--- src/rtl/cdb_sender.sv ---
// Result buffer between one functional unit and the CDB: a circular FIFO of
// completed results offered to the CDB arbiter with a require/accept handshake.
module cdb_sender #(
  parameter int unsigned DEPTH = 4,
  parameter int unsigned DW    = 32,
  parameter int unsigned LW    = 4
) (
  input  logic                     clk,
  input  logic                     nRST,
  input  logic                     WEN,
  input  logic [DW-1:0]            dataIn,
  input  logic [LW-1:0]            labelIn,
  output logic                     available,
  output logic                     require,
  input  logic                     requireAC,
  output logic [DW-1:0]            dataOut,
  output logic [LW-1:0]            labelOut,
  output logic [$clog2(DEPTH):0]   count
);

  localparam int unsigned PW = $clog2(DEPTH);
  localparam int unsigned CW = PW + 1;

  localparam logic [0:0] IDLE = 1'b0;
  localparam logic [0:0] SEND = 1'b1;

  logic [0:0]    state_q, state_d;
  logic [PW-1:0] rd_ptr_q, rd_ptr_d;
  logic [PW-1:0] wr_ptr_q, wr_ptr_d;
  logic [CW-1:0] count_q, count_d;
  logic          overflow_q, overflow_d;
  logic [DW-1:0] data_out_q, data_out_d;
  logic [LW-1:0] label_out_q, label_out_d;

  logic [DW-1:0] data_mem_q  [DEPTH];
  logic [LW-1:0] label_mem_q [DEPTH];

  logic pop, push, push_req, full;

  // Handshake, pointer/count update and next head; head is precomputed so the
  // CDB-facing outputs come straight from flops.
  always_comb begin
    pop         = (state_q == SEND) & requireAC;
    full        = (count_q == CW'(DEPTH));
    push_req    = WEN & (labelIn != '0);
    push        = push_req & (~full | pop);
    rd_ptr_d    = rd_ptr_q + PW'(pop);
    wr_ptr_d    = wr_ptr_q + PW'(push);
    count_d     = count_q + CW'(push) - CW'(pop);
    overflow_d  = overflow_q | (push_req & full & ~pop);
    state_d     = state_q;
    data_out_d  = '0;
    label_out_d = '0;

    case (state_q)
      IDLE:    if (push) state_d = SEND;
      SEND:    if (pop && !push && count_q == CW'(1)) state_d = IDLE;
      default: state_d = IDLE;
    endcase

    // A new head may be the entry being written on this same edge.
    if (state_d == SEND) begin
      if (push && rd_ptr_d == wr_ptr_q) begin
        data_out_d  = dataIn;
        label_out_d = labelIn;
      end else begin
        data_out_d  = data_mem_q[rd_ptr_d];
        label_out_d = label_mem_q[rd_ptr_d];
      end
    end
  end

  always_ff @(posedge clk or negedge nRST) begin
    if (!nRST) begin
      state_q     <= IDLE;
      rd_ptr_q    <= '0;
      wr_ptr_q    <= '0;
      count_q     <= '0;
      overflow_q  <= 1'b0;
      data_out_q  <= '0;
      label_out_q <= '0;
    end else begin
      state_q     <= state_d;
      rd_ptr_q    <= rd_ptr_d;
      wr_ptr_q    <= wr_ptr_d;
      count_q     <= count_d;
      overflow_q  <= overflow_d;
      data_out_q  <= data_out_d;
      label_out_q <= label_out_d;
    end
  end

  // Entry storage is not reset; outputs are masked by state instead.
  always_ff @(posedge clk) begin
    if (push) begin
      data_mem_q[wr_ptr_q]  <= dataIn;
      label_mem_q[wr_ptr_q] <= labelIn;
    end
  end

  assign require   = (state_q == SEND);
  assign dataOut   = data_out_q;
  assign labelOut  = label_out_q;
  assign count     = count_q;
  assign available = (count_q < CW'(DEPTH - 1)) | ((count_q == CW'(DEPTH - 1)) & ~WEN);

`ifndef SYNTHESIS
  always_ff @(posedge clk) begin
    if (nRST) assert (require == (count_q != '0));
  end
`endif

endmodule

--- config.mk ---
export PLATFORM = sky130hd
export DESIGN_NAME = cdb_sender
export DESIGN_NICKNAME = d
export VERILOG_FILES = /design/src/rtl/cdb_sender.sv
export SDC_FILE = /design/constraint.sdc
export NUM_CORES = 1
export LEC_CHECK = 0
export CAP_MARGIN = 20
export CORE_MARGIN = 1
export CORE_UTILIZATION = 25
export DETAILED_ROUTE_END_ITERATION = 8
export PLACE_DENSITY = 0.44
export REMOVE_ABC_BUFFERS = 1
export SYNTH_ARGS = -nofsm -noshare
export SYNTH_HDL_FRONTEND = slang
export SYNTH_SLANG_ARGS = --single-unit
--- constraint.sdc ---
create_clock -name clk -period 8.3 [get_ports clk]
set_input_delay 0.83 -clock clk [delete_from_list [all_inputs] [get_ports clk]]
set_output_delay 0.83 -clock clk [all_outputs]
set_load 0.05 [all_outputs]
==> results of run 1 <==
worst reg2reg max path, stage by stage (launching register included):
cell and delay (ps):
dfrtp_1 440, nand2_1 130, inv_1 110, ha_4 800, xnor2_1 250, and2_2 840
nand3_1 160, a21oi_1 240
how the worst max path moves through the flow:
stage	end	cells past startpoint
2_1_floorplan	data_mem_q[3][0]	5
3_3_place_gp	data_mem_q[2][27]	7
3_5_place_dp	data_mem_q[2][27]	7
4_1_cts	label_mem_q[2][0]	7
5_1_grt	label_mem_q[2][1]	7
6_report	label_mem_q[2][0]	7
flip-flops by register name, summed over array words and instances, names as in the netlist:
name,count
data_mem_q,128
dataOut,32
label_mem_q,16
labelOut,4
count,3
rd_ptr_q,2
wr_ptr_q,2
require,1
layout make-up:
type / count / area, um2
sequential: 188 / 5425
clock buffer: 20 / 456.7
fill: 2744 / 18960
clock inverter: 11 / 142.6
timing repair buffer: 89 / 863.3
inverter: 6 / 22.52
multi-input combinational: 172 / 1669
tap: 378 / 473.0
cells in the mapped netlist (2+ instances only):
library cell    n  area share
dfrtp_1        44        0.15
clkbuf_1       13      0.0068
inv_1           5      0.0026
buf_2           6      0.0042
nand2b_1        2      0.0017
nand2_1         4      0.0021
mux4_2         36        0.11
nand3_1        36       0.025
edfxtp_1      144        0.60
ha_1            4      0.0070
xor2_1          2      0.0024
xnor2_1         2      0.0024
nor2_1          2      0.0010
o21ai_0        36       0.025
buf_6           3      0.0047
a21oi_1        36       0.025
buf_4           3      0.0031
metal layers:
layer | up-vias | wire, um | global-route usage
met4 | 0 | 191 | 0.04115
li1 | 1713 | - | -
met1 | 2034 | 7626 | 0.1590
met3 | 12 | 702 | 0.02692
met2 | 89 | 8503 | 0.2030
met5 | - | 0 | 0
cell families (layout without fill, tap and decap cells):
kind of cell / count (synthesis) / count (layout)
flops: 188 / 188
compound gates: 78 / 78
simple gates: 48 / 48
mux: 36 / 36
buf+inv: 31 / 126
fa+ha+maj: 5 / 5
xor+xnor: 5 / 5
report_power, final:
part / internal [uW] / switching (uW)
logic: 17.0 / 19.5
clock network: 488 / 345
registers: 1010 / 0
metrics by stage:
| stage | utilization | hold WS (ps) | total power, uW | std cells |
|---|---|---|---|---|
| 3_5_place_dp | 0.3018 | 586.8 | 1071 | 833 |
| 3_3_place_gp | 0.3018 | 571.4 | 1070 | 833 |
| 5_1_grt | 0.3232 | 581.9 | 1940 | 864 |
| 2_1_floorplan | - | 515.3 | 1035 | 366 |
| 6_report | 0.3232 | 530.8 | 1882 | 864 |
| 4_1_cts | 0.3232 | 553.2 | 1905 | 864 |
==> impl_results.md, run 1 <==
- Max VDD drop: 107.1 uV
- Startpoint types: primary input
- Row count: 61
- Placed Area: 0.008453 mm2
- Die H: around 170 um
- H-tree levels: 4
- GR Util All Layers: 0.1228
- Die ar.: 0.02942 mm2
- Vias per cell: around 4.5
- Worst hold-check path type: in2async
- LEAKAGE: 0.003016 uW
- R2R Path End: dataOut[7]
- Drt wl/cell: 19.70 um
- Min Tclk post-route: 3637 ps
- Post-route DRC: 0
- Most common cell after layout, fill and taps aside: edfxtp_1
- Worst-Margin Slew: 1046 ps
- Largest family of logic cells by synthesized area: multiplexers
- Antenna viol nets, final: 0
- DP HPWL: 9.471 mm
- Slowest-stage cell, CP: inv_2
- Clk Tree Root Cell: clkbuf_16
- Post-Synth XOR/XNOR Area: 0.008011
- I/O Buffers: 80
- CP cell instances: clkdlybuf4s50_1, o41a_1, o31ai_4, inv_2, nand2_1, nor2_4, buf_4
- Deepest clock path buffer count: 2
- Seq/Total Area, Yosys: 0.7551
- Critical path class: in2reg
- RSZ-0062 raised after global routing: no
- Max-cap viol count: 0
- CTS Buf Count: 17
- Ys flop type: edfxtp_1
- Vias: 3,848
- Crit path launch: labelIn[1]
- Synth cell types: 30
- Initial Util: 0.2565
- Status: completed
- Post-CTS Hold Buffers: 0
- Data arrival time of the worst path: 3740 ps
- R2R setup slack: ~5200 ps
- Post-CTS setup buffer count: 0
- Final Hold Fails: 0
- Final global-route overflow total: 0
- Final setup TNS: 0 ps
- CP top delay family: buffers and inverters
- Tcrit/Tclk final: 0.4382
- Area delta synth->final: 26.00%
- Synth Cell Area: about 0.007 mm2
- Layout cells sized above 1: 0.1790
- Reg2reg start: require
- Reg clk slew, reported paths: 70 ps
- I/O pin cnt: 81
- Initial antenna violation count: 0
- Slowest stage delay, CP: 660 ps
- Final #Nets: 519
- Worst slack at placement: 4153 ps
- Relative slew slack: 0.3030
- Post-synthesis compound-gate area fraction: 0.05886
- CTS resizes: 0
- Top fanout value on the critical path: 40
- Fin area: slightly above 0.009 mm2
- Worst-Skew Late Latency: 430 ps
- Simple-Gate Fraction of Synth Area: 0.03344
- Post-route setup slack: 4663 ps
- Synth warn: 0
- CP Buf/Inv Count: 3
- Vias in the first global route: 4,261
- Setup Skew: roughly 12 ps
- Most frequent cells in the layout: edfxtp_1 (144), clkdlybuf4s50_1 (79), dfrtp_1 (44)
- Largest net degree at the start of global routing: 45
- Antenna cells: 0
- Routability Congestion: 0.6853
- Mapped Cells: a little under 400
- 1st-iter DRT viols: 281
- Overall die width: 171.5 um
- Maximum clock frequency: 0.2750 GHz
- Count of final setup violators: 0
- Synth Area in Adders: 0.009753
- #FFs+latches synth: between 150 and 200
- Mean Syn Cell Area: 18.37 um2
- Drt total wl: 17.02 mm
- Core footprint: 0.02801 mm2
- Slew Viols, Final: 0
- Clock sink count: 188
- Required time of the critical path: 8400 ps
- CTS tree: done
- First-pass GRT wire length: 25.81 mm
- EDFF count, synth: 144
- Drt first pass iters: 4
- R2R depth: 7
- Post-synthesis mux area share: 0.1129
- PD cells: between 200 and 250 mW/mm2
- Async set or reset register ratio after synthesis: 0.2340
- Setup crit end kind: flip-flop
Power figures use the tool's default switching activity.
==> run 2: changes to the inputs <==
--- a/config.mk
+++ b/config.mk
@@ -9,7 +9,7 @@
 export CORE_MARGIN = 1
 export CORE_UTILIZATION = 25
 export DETAILED_ROUTE_END_ITERATION = 8
-export PLACE_DENSITY = 0.44
+export PLACE_DENSITY = 0.45
 export REMOVE_ABC_BUFFERS = 1
 export SYNTH_ARGS = -nofsm -noshare
 export SYNTH_HDL_FRONTEND = slang
==> constraint.sdc (replaced) <==
create_clock -name clk -period 3.2 [get_ports clk]
set_input_delay 0.32 -clock clk [delete_from_list [all_inputs] [get_ports clk]]
set_output_delay 0.32 -clock clk [all_outputs]
set_load 0.05 [all_outputs]
==> impl_results.md, run 2 (synthesized netlist as in run 1, its figures left out) <==
- Data arrival time of the worst path: 2190 ps (-1550 ps)
- CTS tree: done
- Setup Skew: 8.831 ps (-3.064 ps)
- Final Hold Fails: 0 (unchanged)
- R2R Path End: dataOut[20]
- Routability Congestion: 0.6774 (-1.2%)
- CTS resizes: 0 (unchanged)
- Worst-Skew Late Latency: 430 ps (about the same)
- Status: completed
- PD cells: 544.9 mW/mm2 (+160%)
- Worst hold-check path type: in2async
- I/O pin cnt: 81 (unchanged)
- CTS Buf Count: 17 (unchanged)
- DP HPWL: 10.41 mm (+9.9%)
- Max-cap viol count: 0 (unchanged)
- Worst-Margin Slew: 1034 ps (-11.38 ps)
- H-tree levels: 4 (unchanged)
- Slew Viols, Final: 0 (unchanged)
- Post-CTS Hold Buffers: 1 (+1)
- Row count: 61 (unchanged)
- GR Util All Layers: 0.1269 (+0.004078)
- Clock network power share: 0.457 (+0.015)
- Top fanout value on the critical path: 6 (-85%)
- Switching share of power: 0.1940 (+0.0005293)
- Most flops, register: data_mem_q
- Critical path class: reg2out
- Initial Util: 0.2565 (unchanged)
- R2R depth: 8 (+1)
- Worst slack at placement: 394.7 ps (-3759 ps)
- Final #Nets: 531 (+2.3%)
- Vias: 3,961 (+2.9%)
- 1st-iter DRT viols: 326 (+16%)
- Initial antenna violation count: 0 (unchanged)
- Deepest clock path buffer count: 2 (unchanged)
- Required time of the critical path: 2880 ps (-5520 ps)
- Sequential Power Share: 0.524 (-0.014)
- Layout cells sized above 1: 0.1984 (+0.01938)
- Maximum clock frequency: between 0.3 and 0.4 GHz
- Int Pwr: 4040 uW (+170%)
- Drt wl/cell: 20.20 um (+2.5%)
- Largest net degree at the start of global routing: 39 (-13%)
- Core footprint: 0.02801 mm2 (unchanged)
- Die ar.: 0.02942 mm2 (unchanged)
- Setup crit end kind: output port
- Reg2reg start: require
- Drt total wl: 17.72 mm (+4.1%)
- Sw Pwr: 972.1 uW (+170%)
- Vias per cell: 4.517 (+1.4%)
- I/O Buffers: 80 (unchanged)
- Final setup TNS: 0 ps (unchanged)
- Overall die width: 171.5 um (unchanged)
- Count of final setup violators: 0 (unchanged)
- Post-route DRC: 0 (unchanged)
- Most common cell after layout, fill and taps aside: edfxtp_1
- Gate power share: 0.019 (about the same)
- Largest register FFs: 128 (unchanged)
- Startpoint types: flip-flop
- Crit path launch: count[1]
- Min Tclk post-route: between 2000 and 3000 ps
- LEAKAGE: 0.003097 uW (+2.7%)
- Post-CTS setup buffer count: 0 (unchanged)
- Reg clk slew, reported paths: 70 ps (about the same)
- Tcrit/Tclk final: 0.7831
- Power Total: 5012 uW (+170%)
- Critical Path Sink: available
- Antenna viol nets, final: 0 (unchanged)
- Relative slew slack: 0.3105 (+0.007588)
- Area delta synth->final: 28.02%
- R2R setup slack: 820 ps (-4410 ps)
- Clock sink count: 188 (unchanged)
- Fin area: 0.009198 mm2 (+1.6%)
- Placed Area: 0.008548 mm2 (+1.1%)
- Clk Tree Root Cell: clkbuf_16
- Drt first pass iters: 4 (unchanged)
- Fillers: 2,700 (-1.6%)
- Final global-route overflow total: 0 (unchanged)
- Die H: 171.5 um (unchanged)
- Post-route setup slack: 694.2 ps (-3969 ps)
- RSZ-0062 raised after global routing: no
- Vias in the first global route: 4,296 (+0.82%)
- First-pass GRT wire length: 26.67 mm (+3.3%)
- Max VDD drop: 309.8 uV (+190%)
- Antenna cells: 0 (unchanged)
- Most frequent cells in the layout: edfxtp_1 (144), clkdlybuf4s50_1 (79), dfrtp_1 (44)
[run 2: cell types whose count changed in the layout (fill, tap and decap cells not counted), sizes merged]
cell,previous run,this run
inv,7,11
clkinv,6,2
buf,10,21
dlygate4sd3,0,1
bufinv,3,4
[run 2: metrics by stage]
step | instances | utilization | hold slack (ps)
after global placement | 844 | 0.3052 | 432.1
after global routing | 877 | 0.3284 | 550.4
after CTS | 877 | 0.3284 | 543.9
final | 877 | 0.3284 | 515.1
after floorplan | 366 | - | 24.41
after detailed placement | 844 | 0.3052 | 452.0
[run 2: power groups by stage]
stage	Sequential (uW)	Combinational (uW)	Clock (uW)
after floorplan	2680	2.43	0
after global placement	2680	92.7	0
after detailed placement	2680	96.9	0
after CTS	2630	98.6	2350
after global routing	2630	105	2440
final	2630	95.5	2290
[run 2: worst min path at each step]
stage	cells after the start	slack (ps)	from	to
2_1_floorplan	0	20	nRST	count[0]
3_3_place_gp	1	430	nRST	dataOut[6]
3_5_place_dp	1	450	nRST	dataOut[0]
4_1_cts	1	540	dataIn[18]	data_mem_q[2][18]
5_1_grt	1	550	dataIn[18]	data_mem_q[2][18]
6_report	2	520	nRST	dataOut[24]
[run 2: layout make-up]
cell class	count	area, um2	area share
Sequential cell	188	5425	0.5899
Multi-Input combinational cell	172	1669	0.1815
Timing Repair Buffer	101	968.4	0.1053
Tap cell	378	473.0	0.05142
Clock buffer	20	457.9	0.04979
Clock inverter	12	181.4	0.01973
Inverter	6	22.52	0.002449
[run 2: layer usage]
metal / vias up / global-route usage / share of wire
met5: - / 0 / 0
li1: 1735 / - / -
met4: 0 / 0.03144 / 0.0050
met1: 2105 / 0.1664 / 0.45
met3: 10 / 0.03428 / 0.049
met2: 111 / 0.2074 / 0.50
[run 2: critical path, stage by stage, from the launching register on]
cell and delay (ps):
dfrtp_1 500, ha_1 260, a31oi_1 170, clkdlybuf4s50_1 830
==> run 3: changes to the inputs <==
--- a/config.mk
+++ b/config.mk
@@ -9,7 +9,7 @@
 export CORE_MARGIN = 1
 export CORE_UTILIZATION = 25
 export DETAILED_ROUTE_END_ITERATION = 8
-export PLACE_DENSITY = 0.45
+export PLACE_DENSITY = 0.44
 export REMOVE_ABC_BUFFERS = 1
 export SYNTH_ARGS = -nofsm -noshare
 export SYNTH_HDL_FRONTEND = slang
==> constraint.sdc (replaced) <==
create_clock -name clk -period 2.5 [get_ports clk]
set_input_delay 0.25 -clock clk [delete_from_list [all_inputs] [get_ports clk]]
set_output_delay 0.25 -clock clk [all_outputs]
set_load 0.05 [all_outputs]
==> impl_results.md, run 3 (synthesized netlist as in run 1, its figures left out) <==
- First-pass GRT wire length: 26.54 mm (-0.46%)
- CTS Buf Count: 17 (unchanged)
- Reg2reg start: require
- H-tree levels: 4 (unchanged)
- Status: completed
- CTS tree: done
- Post-CTS setup buffer count: 0 (unchanged)
- Setup crit end kind: flip-flop
- Final #Nets: 540 (+1.7%)
- Vias in the first global route: 4,366 (+1.6%)
- Required time of the critical path: 2820 ps (-60 ps)
- Most flops, register: data_mem_q
- R2R setup slack: 350 ps (-470 ps)
- Most frequent cells in the layout: edfxtp_1 (144), clkdlybuf4s50_1 (78), dfrtp_1 (44)
- Data arrival time of the worst path: 2470 ps (+280 ps)
- Final global-route overflow total: 0 (unchanged)
- Critical path class: reg2reg
- PD cells: 648.9 mW/mm2 (+19%)
- Most common cell after layout, fill and taps aside: edfxtp_1
- Antenna cells: 0 (unchanged)
- GR Util All Layers: 0.1257 (-0.001234)
- Post-route DRC: 0 (unchanged)
- Row count: 61 (unchanged)
- Min Tclk post-route: 2155 ps
- Clk Tree Root Cell: clkbuf_16
- LEAKAGE: 0.003144 uW (+1.5%)
- R2R Path End: dataOut[8]
- Count of final setup violators: 0 (unchanged)
- Routability Congestion: 0.7301 (+7.8%)
- DP HPWL: 10.12 mm (-2.7%)
- Worst-Margin Slew: 791.4 ps (-242.8 ps)
- Drt wl/cell: 19.41 um (-3.9%)
- Core footprint: 0.02801 mm2 (unchanged)
- Slew Viols, Final: 0 (unchanged)
- RSZ-0062 raised after global routing: no
- Antenna viol nets, final: 0 (unchanged)
- Die ar.: 0.02942 mm2 (unchanged)
- Worst-Skew Late Latency: 420 ps (about the same)
- Top fanout value on the critical path: 28 (+22)
- Slowest-stage cell, CP: dfrtp_1
- Initial Util: 0.2565 (unchanged)
- 1st-iter DRT viols: 277 (-15%)
- CP cell instances: nand2_1, inv_1, ha_4, xnor3_1, nand2_2, buf_12, o21ai_0, a21oi_1
- Vias: 3,961 (unchanged)
- Drt total wl: 17.20 mm (-2.9%)
- Setup Skew: 10.58 ps (+1.748 ps)
- I/O Buffers: 80 (unchanged)
- Largest register FFs: 128 (unchanged)
- Largest net degree at the start of global routing: 30 (-23%)
- Startpoint types: flip-flop
- Max-cap viol count: 0 (unchanged)
- Power Total: 6029 uW (+20%)
- Clock sink count: 188 (unchanged)
- Vias per cell: 4.471 (-1.0%)
- Reg clk slew, reported paths: 70 ps (about the same)
- Deepest clock path buffer count: 2 (unchanged)
- Final Core Density: 0.3317 (+0.003350)
- Relative slew slack: 0.4724 (+0.1619)
- R2R depth: 8 (unchanged)
- Initial antenna violation count: 1 (+1)
- Drt first pass iters: 4 (unchanged)
- Max VDD drop: 367.2 uV (+19%)
- Tcrit/Tclk final: 0.8620
- Maximum clock frequency: 0.4641 GHz
- Area delta synth->final: 29.33%
- Slowest stage delay, CP: 450 ps (-380 ps)
- Overall die width: 171.5 um (unchanged)
- Die H: 171.5 um (unchanged)
- I/O pin cnt: 81 (unchanged)
- Worst hold-check path type: in2async
- Layout cells sized above 1: 0.2106 (+0.01223)
- Final Hold Fails: 0 (unchanged)
-- run 3: cell types whose count changed in the layout (fill, tap and decap cells not counted), sizes merged --
cell and delta:
clkdlybuf4s50 -1, bufinv -3, inv -1, dlymetal6s2s +1
clkbuf -1, clkinv +3, clkinvlp +2, buf +9
-- run 3: how the worst max path moves through the flow --
stage,from,end,slack (ps),cells past startpoint
6_report,require,dataOut[8],350,8
5_1_grt,require,dataOut[8],230,8
4_1_cts,count[1],available,50,3
3_5_place_dp,labelIn[0],dataOut[8],70,7
3_3_place_gp,labelIn[0],dataOut[8],90,7
2_1_floorplan,require,data_mem_q[3][0],-2350,5
-- run 3: stage by stage --
| step | worst slack, ps | hold slack [ps] | cells | TNS (ps) | area (um2) |
|---|---|---|---|---|---|
| after global routing | 226.4 | 484.4 | 886 | 0 | 9291 |
| final | 345.1 | 452.6 | 886 | 0 | 9291 |
| after CTS | 46.04 | 462.1 | 886 | 0 | 9289 |
| after floorplan | -2349 | -45.59 | 366 | -379370 | 7049 |
| after global placement | 94.74 | 387.7 | 853 | 0 | 8728 |
| after detailed placement | 65.94 | 389.6 | 853 | 0 | 8728 |
-- run 3: worst max-delay path, delay by kind of cell, from the launching register on --
kind	cells	cell delay (ps)
AO/OA/AOI/OAI	2	330
XOR/XNOR	1	330
adder cells (fa/ha/maj)	1	200
buffers and inverters	2	400
flip-flops	1	450
AND/OR/NAND/NOR	2	330
-- run 3: per-layer routing --
| metal | share of wire | GRT usage |
|---|---|---|
| met3 | 0.041 | 0.02807 |
| met5 | 0.00081 | 0 |
| met2 | 0.52 | 0.2112 |
| met1 | 0.43 | 0.1635 |
| met4 | 0.0089 | 0.03144 |
-- run 3: layout make-up --
type	count	area (um2)
timing repair buffer	110	1151
sequential	188	5425
fill	2718	18720
clock inverter	13	117.6
clock buffer	19	432.9
multi-input combinational	172	1669
tap	378	473.0
inverter	6	22.52
-- run 3: repair_timing --
action,4_1_cts,5_1_grt
hold buffers,1,0
setup endpoints to repair,0,1
gates resized for setup,0,1
endpoints found under the hold margin,27,0
-- run 3: where the power goes --
part	internal (uW)	leakage [uW]	switching [uW]
combinational	62.3	0.000977	63.9
sequential	3360	0.00190	0
clock	1380	0.000263	1160
==> RTL change: new RTL, config.mk and constraints of run 3 <==
Add an input register stage for `WEN`, `dataIn`, `labelIn` and `requireAC`; this delays them by one clock.
--- a/src/rtl/cdb_sender.sv
+++ b/src/rtl/cdb_sender.sv
@@ -24,6 +24,18 @@
   localparam logic [0:0] IDLE = 1'b0;
   localparam logic [0:0] SEND = 1'b1;
 
+  logic WEN_q;
+  logic [DW-1:0] dataIn_q;
+  logic [LW-1:0] labelIn_q;
+  logic requireAC_q;
+
+  always_ff @(posedge clk) begin
+    WEN_q       <= WEN;
+    dataIn_q    <= dataIn;
+    labelIn_q   <= labelIn;
+    requireAC_q <= requireAC;
+  end
+
   logic [0:0]    state_q, state_d;
   logic [PW-1:0] rd_ptr_q, rd_ptr_d;
   logic [PW-1:0] wr_ptr_q, wr_ptr_d;
@@ -40,9 +52,9 @@
   // Handshake, pointer/count update and next head; head is precomputed so the
   // CDB-facing outputs come straight from flops.
   always_comb begin
-    pop         = (state_q == SEND) & requireAC;
+    pop         = (state_q == SEND) & requireAC_q;
     full        = (count_q == CW'(DEPTH));
-    push_req    = WEN & (labelIn != '0);
+    push_req    = WEN_q & (labelIn_q != '0);
     push        = push_req & (~full | pop);
     rd_ptr_d    = rd_ptr_q + PW'(pop);
     wr_ptr_d    = wr_ptr_q + PW'(push);
@@ -61,8 +73,8 @@
     // A new head may be the entry being written on this same edge.
     if (state_d == SEND) begin
       if (push && rd_ptr_d == wr_ptr_q) begin
-        data_out_d  = dataIn;
-        label_out_d = labelIn;
+        data_out_d  = dataIn_q;
+        label_out_d = labelIn_q;
       end else begin
         data_out_d  = data_mem_q[rd_ptr_d];
         label_out_d = label_mem_q[rd_ptr_d];
@@ -93,8 +105,8 @@
   // Entry storage is not reset; outputs are masked by state instead.
   always_ff @(posedge clk) begin
     if (push) begin
-      data_mem_q[wr_ptr_q]  <= dataIn;
-      label_mem_q[wr_ptr_q] <= labelIn;
+      data_mem_q[wr_ptr_q]  <= dataIn_q;
+      label_mem_q[wr_ptr_q] <= labelIn_q;
     end
   end
 
@@ -102,7 +114,7 @@
   assign dataOut   = data_out_q;
   assign labelOut  = label_out_q;
   assign count     = count_q;
-  assign available = (count_q < CW'(DEPTH - 1)) | ((count_q == CW'(DEPTH - 1)) & ~WEN);
+  assign available = (count_q < CW'(DEPTH - 1)) | ((count_q == CW'(DEPTH - 1)) & ~WEN_q);
 
 `ifndef SYNTHESIS
   always_ff @(posedge clk) begin
Formal check against the unedited RTL: not equivalent (Yosys sat finds a counterexample within 4 cycles, from zero or initial values and one cycle with nRST low).
==> RTL change against run 3 <==
Area after synthesis grew 11%. Synthesized cell count grew 9.7%. Largest cell class unchanged. Sequential share of layout area grew 2.0 points. Routed wire length grew 9.4%. Design area grew 10%. Non-clock buffer count shrank 5. Critical path depth shrank 5. Setup slack lost 0.14 ns. Via count grew 6.0%. Final cell count grew 7.6%. Highest routed layer is now met4. Critical path type is now flip-flop to output pin. Sequential cell count grew 38.
Power is not compared: it rests on default switching activity, and its combinational part moved more than twofold at a synthesized area within 25%.
==> RTL change: results (changes against run 3) <==
stage;metric;value;unit;change
cells_and_area;layout-drive-gt1-share;0.2011;;-0.009553
setup_path;crit_fanout;6;;-79%
grt;grt_pass1_vias;4665;;+6.8%
synthesis;ys_seq_area_frac;0.7786;;+0.02345
power_and_ir_drop;power_leakage;3.496;nW;
synthesis;synth_edf_count;144;;unchanged
clock_network;cts_sinks;226;;+20%
cells_and_area;sh_seq_area;0.6042;;+0.02028
synthesis;synth_compound_area_frac;0.05323;;-0.005636
synthesis;synthAdderAreaFrac;0.008819;;-0.0009338
cells_and_area;top_register;data_mem_q;;
min_path;hold_class;input pin to flip-flop;;
synthesis;synth_common_cells;144 x edfxtp_1, 44 x dfrtp_1, 38 x dfxtp_1;;
power_and_ir_drop;powerSeq;5.28;mW;
placement;dpl-instance-area;0.009412;mm²;+7.8%
synthesis;synth_xor_area_frac;0.007244;;-0.0007671
placement;port_buffers;80;;unchanged
detailed_routing;routed_wl;18820;µm;+9.4%
synthesis;async_flop_share;0.1947;;-0.03935
sta;clock_skew;0.01070;ns;+0.0001208 ns
cells_and_area;n_clock_buffer;33;;+14
cells_and_area;buf_share;0.1023;;-0.02160
cells_and_area;largest_register_ffs;128;;unchanged
setup_path;endpoint;available;;
min_path;hold_depth;1;;
synthesis;synth_cell_type_count;31;;+3.3%
cells_and_area;antenna-diode-count;0;;unchanged
cells_and_area;nNonClkBuffers;105;;-4.5%
synthesis;synthMuxAreaShare;0.1020;;-0.01081
sta;worst_pin_slew;0.5471;ns;-0.2443 ns
synthesis;ys_top_cells_by_area;edfxtp_1 54%, dfrtp_1 14%, mux4_2 10%, dfxtp_1 9.6%, a21oi_1 2.3%;;
cells_and_area;clock_area_frac;0.07992;;+0.02067
floorplanning;n_tap_cell;396;;+4.8%
setup_path;startpoint;count[1];;
setup_path;r2r-end;count[1];;
detailed_routing;vias_per_cell;4.406;;-1.4%
outcome;outcome;complete, no violations;;
grt;antenna_found_initial;0;;-1
min_path;hp-start;dataIn[22];;
placement;post-dp-hpwl;11020;µm;+8.8%
grt;grt_max_degree;38;;+27%
clock_network;cts_buffer_depth;3;;+1
clock_network;clk_latency;0.53;ns;+0.11 ns
grt;grt_pass1_wl;29310;µm;+10%
detailed_routing;drt_iter0_drc;312;;+13%
grt;grt_usage;0.1189;;-0.006741
cells_and_area;fillers;2975;;+9.5%
clock_network;clkTransAtPathRegs;0.06;ns;
clock_network;cts_setup_buffers;0;;unchanged
placement;gp_congestion;0.6953;;-4.8%
power_and_ir_drop;power.total;15.16;mW;
clock_network;cts_buffers;26;;+9
cells_and_area;nets;582;;+7.8%
clock_network;htree_levels;1;;-3
setup_path;r2r_cells;8;;unchanged
setup_path;arrival;2.04;ns;-0.43 ns
power_and_ir_drop;pg_comb;6.32;mW;
setup_path;r2r_start;labelIn_q[1];;
==> RTL change: critical path, stage by stage, from the launching register on <==
cell,delay [ns]
dfrtp_1,0.50
ha_1,0.26
a31oi_1,0.21
dlygate4sd2_1,0.55
==> RTL change: per-stage QoR <==
step	util	std cells	hold WS (ns)	worst slack, ns
2_1_floorplan	-	404	-0.04559	-2.349
3_3_place_gp	0.3045	904	0.2739	0.3446
3_5_place_dp	0.3045	904	0.2660	0.3301
4_1_cts	0.3312	953	0.1464	0.1256
5_1_grt	0.3312	953	0.1516	0.08581
6_report	0.3312	953	0.1647	0.2095
==> RTL change: repair_timing <==
item | in CTS | in global routing
hold buffers | 1 | 0
hold endpoints to repair | 44 | 0
setup endpoints to repair | 1 | 0
gates resized for setup | 1 | 0
==> RTL change: routing by layer <==
metal,GRT usage,share of wire
met1,0.1564,0.46
met4,0.03214,0.017
met5,0,0
met2,0.2008,0.48
met3,0.02203,0.042
